==> config.mk <==
export PLATFORM = sky130hd
export DESIGN_NAME = store_packer_flat
export DESIGN_NICKNAME = d
export VERILOG_FILES = /design/src/rtl/store_pkg.sv /design/src/rtl/store_packer_if.sv /design/src/rtl/sync_fifo.sv /design/src/rtl/store_packer.sv /design/src/flat_wrapper.sv
export SDC_FILE = /design/constraint.sdc
export NUM_CORES = 1
export LEC_CHECK = 0
export BUFFER_PORTS_ARGS = -buffer_cell sky130_fd_sc_hd__buf_2
export CORE_MARGIN = 2
export CORE_UTILIZATION = 40
export CTS_CLUSTER_SIZE = 25
export DETAILED_ROUTE_END_ITERATION = 6
export GPL_TIMING_DRIVEN = 0
export PLACE_DENSITY = 0.64
export SYNTH_ARGS = -nofsm -noshare
export SYNTH_HDL_FRONTEND = slang
export SYNTH_SLANG_ARGS = --single-unit
export TNS_END_PERCENT = 50
==> constraint.sdc <==
create_clock -name clk -period 4.9 [get_ports clk]
set_input_delay 0.49 -clock clk [delete_from_list [all_inputs] [get_ports clk]]
set_output_delay 0.49 -clock clk [all_outputs]
set_load 0.03 [all_outputs]
==> src/rtl/store_pkg.sv <==
// Shared definitions for the store packer: store op encodings, byte-enable
// patterns and the packed write entry carried through the FIFO.
package store_pkg;

  typedef enum logic [1:0] {
    OP_SW   = 2'd0,
    OP_SH   = 2'd1,
    OP_SB   = 2'd2,
    OP_RSVD = 2'd3
  } op_e;

  localparam logic [3:0] BE_WORD    = 4'b1111;
  localparam logic [3:0] BE_HALF_LO = 4'b0011;
  localparam logic [3:0] BE_HALF_HI = 4'b1100;
  localparam logic [3:0] BE_BYTE    = 4'b0001;

  typedef struct packed {
    logic [31:0] addr;
    logic [31:0] wdata;
    logic [3:0]  be;
  } entry_t;

endpackage

==> src/rtl/store_packer_if.sv <==
// Request, memory-write and error signals of the store packer; the slave
// modport is the packer itself, the master modport is the surrounding core/memory.
interface store_packer_if #(parameter int DEPTH = 2);
  import store_pkg::*;

  logic                     req_valid;
  logic                     req_ready;
  op_e                      req_op;
  logic [31:0]              req_addr;
  logic [31:0]              req_data;
  logic                     mem_valid;
  logic                     mem_ready;
  logic [31:0]              mem_addr;
  logic [31:0]              mem_wdata;
  logic [3:0]               mem_be;
  logic                     err_valid;
  logic [31:0]              err_addr;
  logic [$clog2(DEPTH):0]   count;

  modport slave (
    input  req_valid, req_op, req_addr, req_data, mem_ready,
    output req_ready, mem_valid, mem_addr, mem_wdata, mem_be,
           err_valid, err_addr, count
  );

  modport master (
    output req_valid, req_op, req_addr, req_data, mem_ready,
    input  req_ready, mem_valid, mem_addr, mem_wdata, mem_be,
           err_valid, err_addr, count
  );

endinterface

==> src/rtl/sync_fifo.sv <==
// Power-of-two deep FIFO of packed store entries; head entry is read
// combinationally from storage, occupancy is a registered count.
module sync_fifo
  import store_pkg::*;
#(
  parameter int DEPTH = 2
) (
  input  logic                   clk,
  input  logic                   reset,
  input  logic                   push,
  input  entry_t                 wr_data,
  input  logic                   pop,
  output entry_t                 rd_data,
  output logic [$clog2(DEPTH):0] count
);

  localparam int AW = $clog2(DEPTH);
  localparam int CW = AW + 1;

  entry_t          storage [DEPTH];
  logic [AW-1:0]   wr_ptr;
  logic [AW-1:0]   rd_ptr;
  logic            do_push;
  logic            do_pop;

  assign do_push = push && (count != CW'(DEPTH));
  assign do_pop  = pop && (count != '0);

  // NOTE: sequential state uses non-blocking assignments so every register
  // samples pre-edge values regardless of process evaluation order.
  always_ff @(posedge clk or negedge reset) begin
    if (!reset) begin
      wr_ptr <= '0;
      rd_ptr <= '0;
      count  <= '0;
    end else begin
      if (do_push) wr_ptr <= wr_ptr + 1'b1;
      if (do_pop)  rd_ptr <= rd_ptr + 1'b1;
      case ({do_push, do_pop})
        2'b10:   count <= count + 1'b1;
        2'b01:   count <= count - 1'b1;
        default: count <= count;
      endcase
    end
  end

  // NOTE: storage has no reset; a zero count already marks every slot empty,
  // and leaving it out keeps the array mappable onto plain RAM/flops.
  always_ff @(posedge clk) begin
    if (do_push) storage[wr_ptr] <= wr_data;
  end

  assign rd_data = storage[rd_ptr];

endmodule

==> src/rtl/store_packer.sv <==
// Packs sw/sh/sb stores into lane-replicated word writes with byte enables,
// rejects misaligned/reserved requests and buffers good ones in sync_fifo.
module store_packer
  import store_pkg::*;
#(
  parameter int DEPTH = 2
) (
  input  logic          clk,
  input  logic          reset,
  store_packer_if.slave bus
);

  localparam int CW = $clog2(DEPTH) + 1;

  entry_t          pack_entry;
  entry_t          head;
  logic            bad;
  logic            accept;
  logic            pop;
  logic [CW-1:0]   occ;

  // Ready depends only on the registered occupancy, never on a same-cycle pop.
  assign bus.req_ready = (occ < CW'(DEPTH));
  assign accept        = bus.req_valid && bus.req_ready;
  assign pop           = bus.mem_valid && bus.mem_ready;

  // NOTE: every output of this block gets a default first, so no path can
  // leave a value unassigned and infer a latch.
  always_comb begin
    pack_entry      = '0;
    bad             = 1'b0;
    pack_entry.addr = {bus.req_addr[31:2], 2'b00};
    case (bus.req_op)
      OP_SW: begin
        pack_entry.wdata = bus.req_data;
        pack_entry.be    = BE_WORD;
        bad              = (bus.req_addr[1:0] != 2'b00);
      end
      OP_SH: begin
        pack_entry.wdata = {2{bus.req_data[15:0]}};
        pack_entry.be    = bus.req_addr[1] ? BE_HALF_HI : BE_HALF_LO;
        bad              = bus.req_addr[0];
      end
      OP_SB: begin
        pack_entry.wdata = {4{bus.req_data[7:0]}};
        pack_entry.be    = BE_BYTE << bus.req_addr[1:0];
      end
      default: bad = 1'b1;
    endcase
  end

  always_ff @(posedge clk or negedge reset) begin
    if (!reset) begin
      bus.err_valid <= 1'b0;
      bus.err_addr  <= '0;
    end else begin
      bus.err_valid <= accept && bad;
      if (accept && bad) bus.err_addr <= bus.req_addr;
    end
  end

  sync_fifo #(.DEPTH(DEPTH)) u_fifo (
    .clk     (clk),
    .reset   (reset),
    .push    (accept && !bad),
    .wr_data (pack_entry),
    .pop     (pop),
    .rd_data (head),
    .count   (occ)
  );

  assign bus.count     = occ;
  assign bus.mem_valid = (occ != '0);
  assign bus.mem_addr  = head.addr;
  assign bus.mem_wdata = head.wdata;
  assign bus.mem_be    = bus.mem_valid ? head.be : 4'b0000;

endmodule

==> src/flat_wrapper.sv <==
// flat-port wrapper written by rule: the top's interface ports become plain ports
module store_packer_flat import store_pkg::*;
#(
  parameter int DEPTH = 2
)
  (clk, reset, bus_req_valid, bus_req_op, bus_req_addr, bus_req_data, bus_mem_ready, bus_req_ready, bus_mem_valid, bus_mem_addr, bus_mem_wdata, bus_mem_be, bus_err_valid, bus_err_addr, bus_count);
  store_packer_if #(.DEPTH(DEPTH)) bus_i ();
  input  logic clk;
  input  logic reset;
  input wire logic [$bits(bus_i.req_valid)-1:0] bus_req_valid;
  input wire logic [$bits(bus_i.req_op)-1:0] bus_req_op;
  input wire logic [$bits(bus_i.req_addr)-1:0] bus_req_addr;
  input wire logic [$bits(bus_i.req_data)-1:0] bus_req_data;
  input wire logic [$bits(bus_i.mem_ready)-1:0] bus_mem_ready;
  output wire logic [$bits(bus_i.req_ready)-1:0] bus_req_ready;
  output wire logic [$bits(bus_i.mem_valid)-1:0] bus_mem_valid;
  output wire logic [$bits(bus_i.mem_addr)-1:0] bus_mem_addr;
  output wire logic [$bits(bus_i.mem_wdata)-1:0] bus_mem_wdata;
  output wire logic [$bits(bus_i.mem_be)-1:0] bus_mem_be;
  output wire logic [$bits(bus_i.err_valid)-1:0] bus_err_valid;
  output wire logic [$bits(bus_i.err_addr)-1:0] bus_err_addr;
  output wire logic [$bits(bus_i.count)-1:0] bus_count;
  assign bus_i.req_valid = bus_req_valid;
  assign bus_i.req_op = bus_req_op;
  assign bus_i.req_addr = bus_req_addr;
  assign bus_i.req_data = bus_req_data;
  assign bus_i.mem_ready = bus_mem_ready;
  assign bus_req_ready = bus_i.req_ready;
  assign bus_mem_valid = bus_i.mem_valid;
  assign bus_mem_addr = bus_i.mem_addr;
  assign bus_mem_wdata = bus_i.mem_wdata;
  assign bus_mem_be = bus_i.mem_be;
  assign bus_err_valid = bus_i.err_valid;
  assign bus_err_addr = bus_i.err_addr;
  assign bus_count = bus_i.count;
  store_packer #(.DEPTH(DEPTH)) u_core (.clk(clk), .reset(reset), .bus(bus_i));
endmodule
# After elaboration in Yosys (flattened, before gate mapping)
# Memory sizes are Yosys's and may differ from the RTL's.
# Cells that the tools add are included.
# op_classes
n_eq_ne,5
n_addsub,4
n_reduce_logical,11
magnitude_cmp,1
shifts,1
muxes,7
# ops
operator,n
36-bit one-hot mux with 3 select lines,1
4-bit two-way mux,2
1-bit logical AND,6
2-bit nonzero test,3
2-bit by 1-bit equality test with 1-bit output (second input constant),2
2-bit equality test (second input constant),2
2-bit one-hot mux with 2 select lines,1
1-bit by 2-bit << shifter with 4-bit output (first input constant),1
1-bit one-hot mux with 3 select lines,1
1-bit adder (second input constant),2
2-bit by 1-bit adder with 2-bit output (second input constant),1
2-bit zero test,1
2-bit < comparator (second input constant),1
1-bit two-way mux,2
2-bit != test (second input constant),1
2-bit by 1-bit subtractor with 2-bit output (second input constant),1
1-bit zero test,1
# word_totals
mem_count,1
in_bits,70
ramBits,132
ff_bits,37
# mem_list
memory,words,word_bits,read_ports,rd_ports_with_merged_regs,wr,line,text
u_core.u_fifo.storage,2,66,1,0,1,sync_fifo.sv:20,entry_t storage [DEPTH];

# Longest topological paths before layout
# depth
word_depth,7
depth_mapped,7

# Cells and area by module
# From an unflattened synthesis, not the netlist that was laid out.
# unflattened
cells_unflattened,392
hier_area_um2,6914.1
# by_module_without_submodules
mod,area_per_inst_um2,n_inst,cells_per_inst,seq_area_each_um2
sync_fifo,5137.4,1,229,4184.0
store_packer,1776.7,1,163,825.8

# Worst setup path after synthesis
# OpenSTA, ideal clock, no wires.
# synth_timing
kind,input -> register
startpoint,input port bus_req_op[1]
endpoint,"memory u_core.u_fifo.storage[0][0] in the netlist's numbering, enable pin"
setup_slack_ns,0.466
required_ns,4.409
arrival_time_ns,3.944
path_stages,4
path_cell_list,buf_2 mux2i_1 nand3b_1 nor2_1
# synth_via
elab_chain_cells,7
elab_cells_between_ends,9
# synth_lines
element,line,text
start: declaration,flat_wrapper.sv:11,input wire logic [$bits(bus_i.req_op)-1:0] bus_req_op;
"2-bit equality test, or another cell as far along",store_packer.sv:33,case (bus.req_op)
1-bit one-hot mux with 3 select lines *,store_packer.sv:33,
1-bit zero test *,store_packer.sv:65,".push (accept && !bad),"
1-bit logical AND *,store_packer.sv:65,
1-bit logical AND *,sync_fifo.sv:26,assign do_push = push && (count != CW'(DEPTH));
1-bit two-way mux *,sync_fifo.sv:50,if (do_push) storage[wr_ptr] <= wr_data;
1-bit two-way mux (implied by the code) *,sync_fifo.sv:50,
end: declaration,sync_fifo.sv:20,
# Mark *: on every way between the ends. The rest lies on a longest branch, timed or not.

# Worst setup path after layout
# layout_timing
startpoint,register u_core.u_fifo.rd_ptr
endpoint,output port bus_mem_addr[30]
# layout_via
elab_chain_cells,1
# layout_lines
element,line,text
start: declaration,sync_fifo.sv:22,logic [AW-1:0] rd_ptr;
start signal: assignment,sync_fifo.sv:38,if (do_pop) rd_ptr <= rd_ptr + 1'b1;
memory read 2 x 66 bit,-,
end: declaration,flat_wrapper.sv:17,output wire logic [$bits(bus_i.mem_addr)-1:0] bus_mem_addr;
# Every way passes these cells.

==> impl_metrics.toml <==
[status]
status = "finished clean"

[routing]
routed_wl_mm = 15.2
ant_nets = 0
first_pass_iters = 4
drc = 0
viasPerCell = 4.91
drt_iter0_drc = 176
via_count = 4082
post_drt_wl_per_cell_um = 18.3

[power]
combPwrFrac_pct = 36.8
p_int_mw = 3.28
p_clk_share_pct = 26.0
vdd_drop_max_v = 0.000293
leakage_nw = 3.43
p_seq_share_pct = 37.1
p_sw_share_pct = 36.3
switchingPower_mw = 1.87
power.density_nw_per_um2 = 595

[placement]
globalplace.congestion = 0.763
dp.cells = 800
port-buffer-count = 170
dp_hpwl_mm = 10.7
place_ws_ns = 2.14

[yosys]
synth_adder_area_share_pct = 0.184
yosysUniqueCellTypes = 29
synth_seq_cells = 169
yosysWarningCount = 0
synth_async_sr_flop_share_pct = 21.9
syn_inst = 405
synth_top_family_by_area = "multiplexers"
synthMuxAreaShare_pct = 18.6
synthesis.area_sq_um = 6820
synth_compound_area_share_pct = 2.64
synth_ff_type = "edfxtp_1"
avgSynthCellArea_sq_um = 16.8
synthSimpleGateAreaFrac_pct = 3.49
synth_edf_count = 132
synth_xor_area_share_pct = 0.642
ys_seq_area_share_pct = 71.7

[grt]
grt_pass1_vias = 4266
grt_usage_pct = 17.2
overflow = 0
antenna_found_initial = 0
grt_pass1_wl_mm = 22.9
grt_max_degree = 38

[setup_path]
crit_path_end_kind = "output pin"
arrival_ns = 2.27
crit_fanout = 10
reg2reg_depth = 5
r2r_start = "u_core.u_fifo.count[1]"
cp.required_ns = 4.41
path_class = "flop to output pin"
startpoint_type = "flop"
worstReg2RegEnd = "u_core.u_fifo.storage[1][41]"
r2r_setup_slack_ns = 2.51

[cells_and_area]
layout.cells.most_common = "buf_2"
area_growth_pct = 27.1
layout.cells.non_filler = 832
layout_common_cells = "buf_2, edfxtp_1, mux2_2, dfrtp_1, o21ai_0"
diodes = 0
drive_gt1_share_pct = 50.7
nets = 670

[timing]
tns_ns = 0
maxSlewViolCount = 0
slew_headroom_pct = 40.4
rsz0062_at_grt = "no"
setup_ws_ns = 2.14
fin_crit_sh_pct = 56.3
tightestPinTransition_ns = 0.894
finClkSkew_ns = 0.00597
final-hold-violation-count = 0
hold_slack_ns = 0.187
setup_viol = 0
post-route-min-period_ns = 2.76
fmax_ghz = 0.362

[run]
max_cap_violations = 0

[cts]
cts_buffers = 17
root_buffer = "clkbuf_16"
cts_buffer_depth = 2
cts-resized-gates = 0
tritoncts = "yes"
path_clk_slew_ns = 0.06
ctsHoldBuffers = 0
clock_sinks = 169
clock_latency_ns = 0.42
cts_setup_buffers = 0
htree_levels = 4

[floorplan]
core_sq_um = 16600
initial_core_util_pct = 41.0
die-height_um = 135
dieArea_sq_um = 18100
die_w_um = 135
io_pins = 175
num_rows = 47

[min_path]
holdCritPathClass = "primary input to async pin"
-- routing by layer --
metal / vias up / wire length (um) / track usage [%]
met5: - / 0 / 0
met4: 0 / 307 / 7.31
met3: 20 / 1100 / 5.29
met2: 158 / 7640 / 28.2
met1: 2010 / 6150 / 21.1
li1: 1894 / - / -
-- worst max path at each step --
stage | from | to | slack (ns) | cells past startpoint
after floorplan | bus_req_op[1] | u_core.u_fifo.storage[0][0] | 0.47 | 4
after global placement | bus_req_op[1] | u_core.u_fifo.storage[0][52] | -1.35 | 4
after detailed placement | bus_req_op[1] | u_core.u_fifo.storage[1][53] | 2.14 | 6
after CTS | u_core.u_fifo.rd_ptr | bus_mem_addr[26] | 2.04 | 4
after global routing | u_core.u_fifo.rd_ptr | bus_mem_addr[27] | 1.95 | 4
final | u_core.u_fifo.rd_ptr | bus_mem_addr[30] | 2.14 | 4
-- synthesized netlist by cell type, types with 2 or more instances --
library cell	number	area share, %
and2_1	8	0.73
buf_1	4	0.22
buf_2	6	0.44
buf_4	2	0.22
buf_6	4	0.66
clkbuf_1	6	0.33
dfrtp_1	37	14
edfxtp_1	132	58
inv_1	14	0.77
mux2_1	2	0.33
mux2_2	92	15
mux2i_1	21	3.1
nand2_1	17	0.94
nor2_1	8	0.44
nor2b_1	3	0.28
o21ai_0	25	1.8
o22ai_1	2	0.18
or3_1	8	0.73
xnor2_1	4	0.51
-- flip-flops by register name, summed over array words and instances, names as in the netlist --
name / flops
u_core.u_fifo.rd_ptr: 1
u_core.u_fifo.wr_ptr: 1
u_core.u_fifo.storage: 132
u_core.bus.err_addr: 32
u_core.u_fifo.count: 2
u_core.bus.err_valid: 1
-- power by group through the flow --
stage          logic, mW  registers [mW]  clock network (mW)
6_report            1.90            1.91                1.34
5_1_grt             2.00            1.94                1.43
4_1_cts             1.93            1.92                1.37
3_5_place_dp        1.92            1.94                   0
3_3_place_gp        1.88            1.95                   0
2_1_floorplan       1.05            2.24                   0
-- layout make-up --
class	count	area, sq um
well taps	220	275
clock inverters	7	76.3
plain buffers	22	128
fillers	1442	7980
repair buffers	174	946
multi-input cells	201	1770
inverters	14	52.6
clock buffers	25	529
flip-flops and latches	169	4890
-- through the flow --
stage / cell area [sq um] / power, mW / util, %
after global routing: 8660 / 5.38 / 52.0
after global placement: 7950 / 3.83 / 47.7
after floorplan: 6820 / 3.29 / -
after detailed placement: 8060 / 3.87 / 48.4
after CTS: 8660 / 5.22 / 52.0
final: 8660 / 5.16 / 52.0
-- cells by family after synthesis --
logic type	Yosys count
DFF	169
and+or+nand+nor	47
muxes	115
buffers and inverters	36
other	1
AOI/OAI and AO/OA	31
xor gates and xnor gates	5
adders and majority gates	1
-- worst max-delay path, stage by stage, from the launching register on --
cell and delay (ns):
dfrtp_1 0.39, clkbuf_1 0.47, buf_2 0.42, mux2_2 0.38
buf_2 0.18
No activity file was read; power rests on OpenSTA's default activity.
